--- config.mk ---
export PLATFORM = sky130hd
export DESIGN_NAME = smul_accum
export DESIGN_NICKNAME = d
export VERILOG_FILES = /design/src/rtl/smul_accum.sv
export SDC_FILE = /design/constraint.sdc
export NUM_CORES = 1
export LEC_CHECK = 0
export ABC_AREA = 1
export CELL_PAD_IN_SITES_DETAIL_PLACEMENT = 0
export CELL_PAD_IN_SITES_GLOBAL_PLACEMENT = 2
export CORE_MARGIN = 8
export CORE_UTILIZATION = 30
export DETAILED_ROUTE_END_ITERATION = 8
export GPL_ROUTABILITY_DRIVEN = 1
export PLACE_DENSITY = 0.82
export REMOVE_ABC_BUFFERS = 1
export SLEW_MARGIN = 20
export SYNTH_ARGS = -nofsm -noshare
export SYNTH_HDL_FRONTEND = slang
export SYNTH_SLANG_ARGS = --single-unit
--- constraint.sdc ---
create_clock -name Clk -period 2.54 [get_ports Clk]
set_input_delay 0.254 -clock Clk [delete_from_list [all_inputs] [get_ports Clk]]
set_output_delay 0.254 -clock Clk [all_outputs]
set_load 0.01 [all_outputs]
--- src/rtl/smul_accum.sv ---
// Multiply-accumulate back end: sums a programmed number of signed products into a wide accumulator.
// Optional saturating arithmetic with a sticky ovf flag when SMUL_ACCUM_SAT_EN is defined.
module smul_accum #(
  parameter int unsigned DATAWIDTH = 64,
  parameter int unsigned ACCWIDTH  = 136,
  parameter int unsigned CNTWIDTH  = 8
) (
  input  logic                     Clk,
  input  logic                     Rst,
  input  logic                     start,
  input  logic [CNTWIDTH-1:0]      len,
  input  logic [2*DATAWIDTH-1:0]   prod,
  input  logic                     in_valid,
  output logic                     in_ready,
  output logic [ACCWIDTH-1:0]      acc_out,
  output logic                     out_valid,
  input  logic                     out_ready,
  output logic                     busy
`ifdef SMUL_ACCUM_SAT_EN
  ,
  output logic                     ovf
`endif
);

  localparam int unsigned PRODW = 2 * DATAWIDTH;
  localparam int unsigned SUMW  = ACCWIDTH + 1;

  typedef enum logic [1:0] {
    IDLE  = 2'd0,
    ACCUM = 2'd1,
    DONE  = 2'd2
  } state_t;

  state_t                      state_q, state_d;
  logic signed [ACCWIDTH-1:0]  acc_q, acc_d, sum_c;
  logic [CNTWIDTH-1:0]         rem_q, rem_d;
  logic [ACCWIDTH-1:0]         res_d;
  logic                        hs_c;

  assign hs_c = in_valid & in_ready;

`ifdef SMUL_ACCUM_SAT_EN
  localparam logic [ACCWIDTH-1:0] ACC_MAX = {1'b0, {(ACCWIDTH-1){1'b1}}};
  localparam logic [ACCWIDTH-1:0] ACC_MIN = {1'b1, {(ACCWIDTH-1){1'b0}}};

  logic signed [SUMW-1:0] sum_wide;
  logic                   sat_c;
  logic                   ovf_d;

  // One extra bit holds the true sum; top two bits disagreeing means out of range.
  assign sum_wide = SUMW'(acc_q) + SUMW'(signed'(prod));
  assign sat_c    = sum_wide[SUMW-1] ^ sum_wide[SUMW-2];
  assign sum_c    = sat_c ? (sum_wide[SUMW-1] ? signed'(ACC_MIN) : signed'(ACC_MAX))
                          : sum_wide[ACCWIDTH-1:0];
`else
  assign sum_c = acc_q + ACCWIDTH'(signed'(prod));
`endif

  // Next-state and datapath update
  always_comb begin
    state_d = state_q;
    acc_d   = acc_q;
    rem_d   = rem_q;
    res_d   = acc_out;
`ifdef SMUL_ACCUM_SAT_EN
    ovf_d   = ovf;
`endif
    case (state_q)
      IDLE: begin
        if (start) begin
          acc_d = '0;
`ifdef SMUL_ACCUM_SAT_EN
          ovf_d = 1'b0;
`endif
          if (len == '0) begin
            state_d = DONE;
            res_d   = '0;
          end else begin
            state_d = ACCUM;
            rem_d   = len;
          end
        end
      end
      ACCUM: begin
        if (hs_c) begin
          acc_d = sum_c;
          rem_d = rem_q - CNTWIDTH'(1);
`ifdef SMUL_ACCUM_SAT_EN
          ovf_d = ovf | sat_c;
`endif
          if (rem_q == CNTWIDTH'(1)) begin
            state_d = DONE;
            res_d   = sum_c;
          end
        end
      end
      DONE: begin
        if (out_ready) state_d = IDLE;
      end
      default: state_d = IDLE;
    endcase
  end

  always_ff @(posedge Clk) begin
    if (Rst) state_q <= IDLE;
    else     state_q <= state_d;
  end

  // Outputs are registered from the next-state decode so they line up with the state.
  always_ff @(posedge Clk) begin
    if (Rst) begin
      acc_q     <= '0;
      rem_q     <= '0;
      acc_out   <= '0;
      in_ready  <= 1'b0;
      out_valid <= 1'b0;
      busy      <= 1'b0;
`ifdef SMUL_ACCUM_SAT_EN
      ovf       <= 1'b0;
`endif
    end else begin
      acc_q     <= acc_d;
      rem_q     <= rem_d;
      acc_out   <= res_d;
      in_ready  <= (state_d == ACCUM);
      out_valid <= (state_d == DONE);
      busy      <= (state_d != IDLE);
`ifdef SMUL_ACCUM_SAT_EN
      ovf       <= ovf_d;
`endif
    end
  end

endmodule

==> insert_results.sql <==
INSERT INTO impl_metrics (metric_group, metric, value, unit) VALUES
('logic_synthesis', 'post_synth_num_cell_types', '37', ''),
('worst_setup_path', 'critical_path_arrival', '3020', 'ps'),
('finish', 'multiInputGateArea', '18400', 'µm²'),
('placed_design', 'detailed_place_hpwl', '98800', 'µm'),
('die', 'initial_core_util', '0.303', ''),
('clocking', 'cts_hold_buf', '0', ''),
('timing', 'final.period_utilization', '0.987', ''),
('finish', 'commonest_non_fill_non_tap_cell_in_the_layout', 'sky130_fd_sc_hd__nand2_1', ''),
('die', 'die_width', '293', 'µm'),
('finish', 'seq_area', '5750', 'µm²'),
('worst_setup_path', 'timing.critical_path.cells', 'ha_4 > nand2_1 > inv_1 > a21oi_2 > buf_4 > o21ai_0 > buf_4 > nand2_1 > nand2_1 > inv_1 > nand2_1 > nand2_2 > nand3b_1 > nand3_1 > buf_6 > a21oi_1', ''),
('logic_synthesis', 'yosys_register_bits', '285', ''),
('worst_setup_path', 'slowest_library_cell_on_the_worst_path', 'sky130_fd_sc_hd__dfxtp_1', ''),
('routing', 'routed_via_count_divided_by_cell_count', '4.81', ''),
('routing', 'routedWlPerCell', '20.0', 'µm'),
('grt', 'wire_length_of_the_first_global_routing_pass', '174000', 'µm'),
('power', 'clockPowerShare', '0.291', ''),
('clocking', 'cts.htree.levels', '2', ''),
('worst_setup_path', 'critPathTopFamily', 'simple AND/OR/NAND/NOR gates', ''),
('routing', 'drc_errors', '0', ''),
('worst_setup_path', 'criticalPathCategory', 'flip-flop to flip-flop', ''),
('placed_design', 'port_buffers', '279', ''),
('finish', 'final_net_count', '5247', ''),
('finish', 'syn2layout_area_growth', '63.3', '%'),
('grt', 'grt_antenna_before_repair', '1', ''),
('power', 'maximum_vdd_ir_drop', '426', 'µV'),
('worst_setup_path', 'timing.critical_path.to_type', 'flip-flop', ''),
('routing', 'initialDrtViolationCount', '1903', ''),
('die', 'floorplan.die.height', '293', 'µm'),
('routing', 'drt.antenna.violating_nets', '0', ''),
('logic_synthesis', 'avg_synthesized_cell_area', '5.68', 'µm²'),
('logic_synthesis', 'netlist_instances', '4053', ''),
('timing', 'whs', '327', 'ps'),
('power', 'cellLeakagePower', '17.0', 'nW'),
('grt', 'grt_start_max_net_pins', '94', ''),
('die', 'io-pin-count', '280', ''),
('run_status', 'run_status', 'completed', ''),
('logic_synthesis', 'synth.yosys.warnings', '0', ''),
('power', 'power_per_cell_area', '498', 'nW/µm²'),
('clocking', 'clock-sinks', '285', ''),
('worst_setup_path', 'critical_path.n_buffers_inverters', '5', ''),
('worst_setup_path', 'slowest_delay', '330', 'ps'),
('hold_path', 'min-delay-path-class', 'input pin to flip-flop', ''),
('clocking', 'clock_insertion_delay_worst_skew', '580', 'ps'),
('clocking', 'cts_tree', 'done', ''),
('timing', 'final_report_setup_violation_count', '0', ''),
('die', 'fp.coreArea', '75900', 'µm²'),
('timing', 'period_minus_slack', '2510', 'ps'),
('clocking', 'cts.path.max_buffers', '3', ''),
('clocking', 'cts_made_buffers', '38', ''),
('power', 'p_switching', '0.00725', 'W'),
('power', 'comb_power_share', '0.437', ''),
('routing', 'detailroute.via_count', '28943', ''),
('flow_run', 'drv.max_cap_violation_count', '0', ''),
('timing', 'fmaxAchievable', '0.399', 'GHz'),
('grt', 'first_global_vias', '27983', ''),
('logic_synthesis', 'synth_seq_area_share', '0.248', ''),
('die', 'fp-row-count', '101', ''),
('worst_setup_path', 'cp.required', '3050', 'ps'),
('routing', 'drtPass1Iterations', '6', ''),
('placed_design', 'gp_congestion', '1.02', ''),
('power', 'switching_share', '0.386', ''),
('logic_synthesis', 'post_synth_instance_area', '23000', 'µm²'),
('finish', 'final_instance_count_excl_fillers', '6021', ''),
('placed_design', 'placed_cells_incl_taps', '5929', ''),
('timing', 'transition_at_the_pin_with_the_smallest_max_transition_slack', '739', 'ps'),
('die', 'dieArea', '85900', 'µm²'),
('worst_setup_path', 'cp_max_fo', '5', ''),
('timing', 'slew-limit-headroom', '0.508', ''),
('grt', 'track_usage', '0.265', ''),
('worst_setup_path', 'start_kind', 'flip-flop', '');
layer usage:
metal / routed length, µm / global-route usage
met5: 0 / 0
met4: 4780 / 0.0952
met3: 5520 / 0.0287
met2: 54700 / 0.435
met1: 55400 / 0.356
power by group through the flow:
| stage | clock [W] | sequential [W] | combinational [W] |
|---|---|---|---|
| final | 0.00545 | 0.00511 | 0.00819 |
| after global routing | 0.00574 | 0.00515 | 0.00881 |
| after CTS | 0.00560 | 0.00505 | 0.00720 |
| after detailed placement | 0 | 0.00513 | 0.00683 |
| after global placement | 0 | 0.00513 | 0.00683 |
| after floorplan | 0 | 0.00514 | 0.00309 |
flip-flops by register name (all words and copies together), names as in the netlist:
signal	count
acc_out	136
acc_q	136
busy	1
in_ready	1
out_valid	1
rem_q	8
state_q	2
through the flow:
| stage | power, W | area (µm²) | setup TNS, ps | worst slack [ps] |
|---|---|---|---|---|
| final | 0.0188 | 37600 | 0 | 34.1 |
| after global routing | 0.0197 | 37600 | -2890 | -98.0 |
| after CTS | 0.0179 | 34400 | -153 | -29.3 |
| after detailed placement | 0.0120 | 32000 | -120870 | -889 |
| after global placement | 0.0120 | 32000 | -119630 | -869 |
| after floorplan | 0.00823 | 22600 | -1855740 | -10150 |
timing repair:
item	in CTS	in global routing
setup endpoints to repair	188	199
buffers inserted	7	23
pin swaps	29	141
gates resized for setup	311	787
worst min-delay path: stages:
cell	delay (ps)
sky130_fd_sc_hd__clkdlybuf4s50_1	430
sky130_fd_sc_hd__nand2_1	100
sky130_fd_sc_hd__a31oi_1	80
cells in the mapped netlist (all sizes together):
cell	number	area, µm²
clkbuf	67	251
o21ai	429	2150
ha	137	1710
inv	695	2610
or2	22	138
a31oi	4	25.0
nor3	37	200
nand2	1173	4450
a21oi	505	2530
dfxtp	285	5710
nand3	172	911
clkinv	2	7.51
o211ai	3	22.5
nand4	20	125
a211oi	2	15.0
nand3b	27	203
nor2	397	1520
o21bai	14	105
and2	2	12.5
o221ai	1	8.76
xor2	3	26.3
fa	1	20.0
buf	39	184
o21a	1	7.51
nor4	5	37.5
a21boi	2	15.0
a21o	8	60.1
layout make-up:
cell class,count,area share
Inverter,697,0.0698
Antenna cell,1,0.0000665
Clock buffer,44,0.0269
Clock inverter,18,0.00525
Multi-Input combinational cell,2965,0.488
Sequential cell,285,0.153
Timing Repair Buffer,981,0.223
Tap cell,1030,0.0342
path summary, 6_finish.rpt:
| check | end | slack, ps | cells after the start | start |
|---|---|---|---|---|
| worst max-delay path | acc_q[109] | 30 | 16 | acc_q[31] |
| worst min-delay path | rem_q[4] | 330 | 3 | len[4] |
| worst max register to register | acc_q[109] | 30 | 16 | acc_q[31] |
| worst min register to register | acc_out[0] | 460 | 2 | acc_out[0] |
kinds of logic after synthesis:
logic type | synth area share
AOI/OAI and AO/OA | 0.214
xor gates and xnor gates | 0.00114
adders and majority gates | 0.0753
buffers and inverters | 0.132
DFF | 0.248
and+or+nand+nor | 0.329
(Power assumes the default switching activity.)
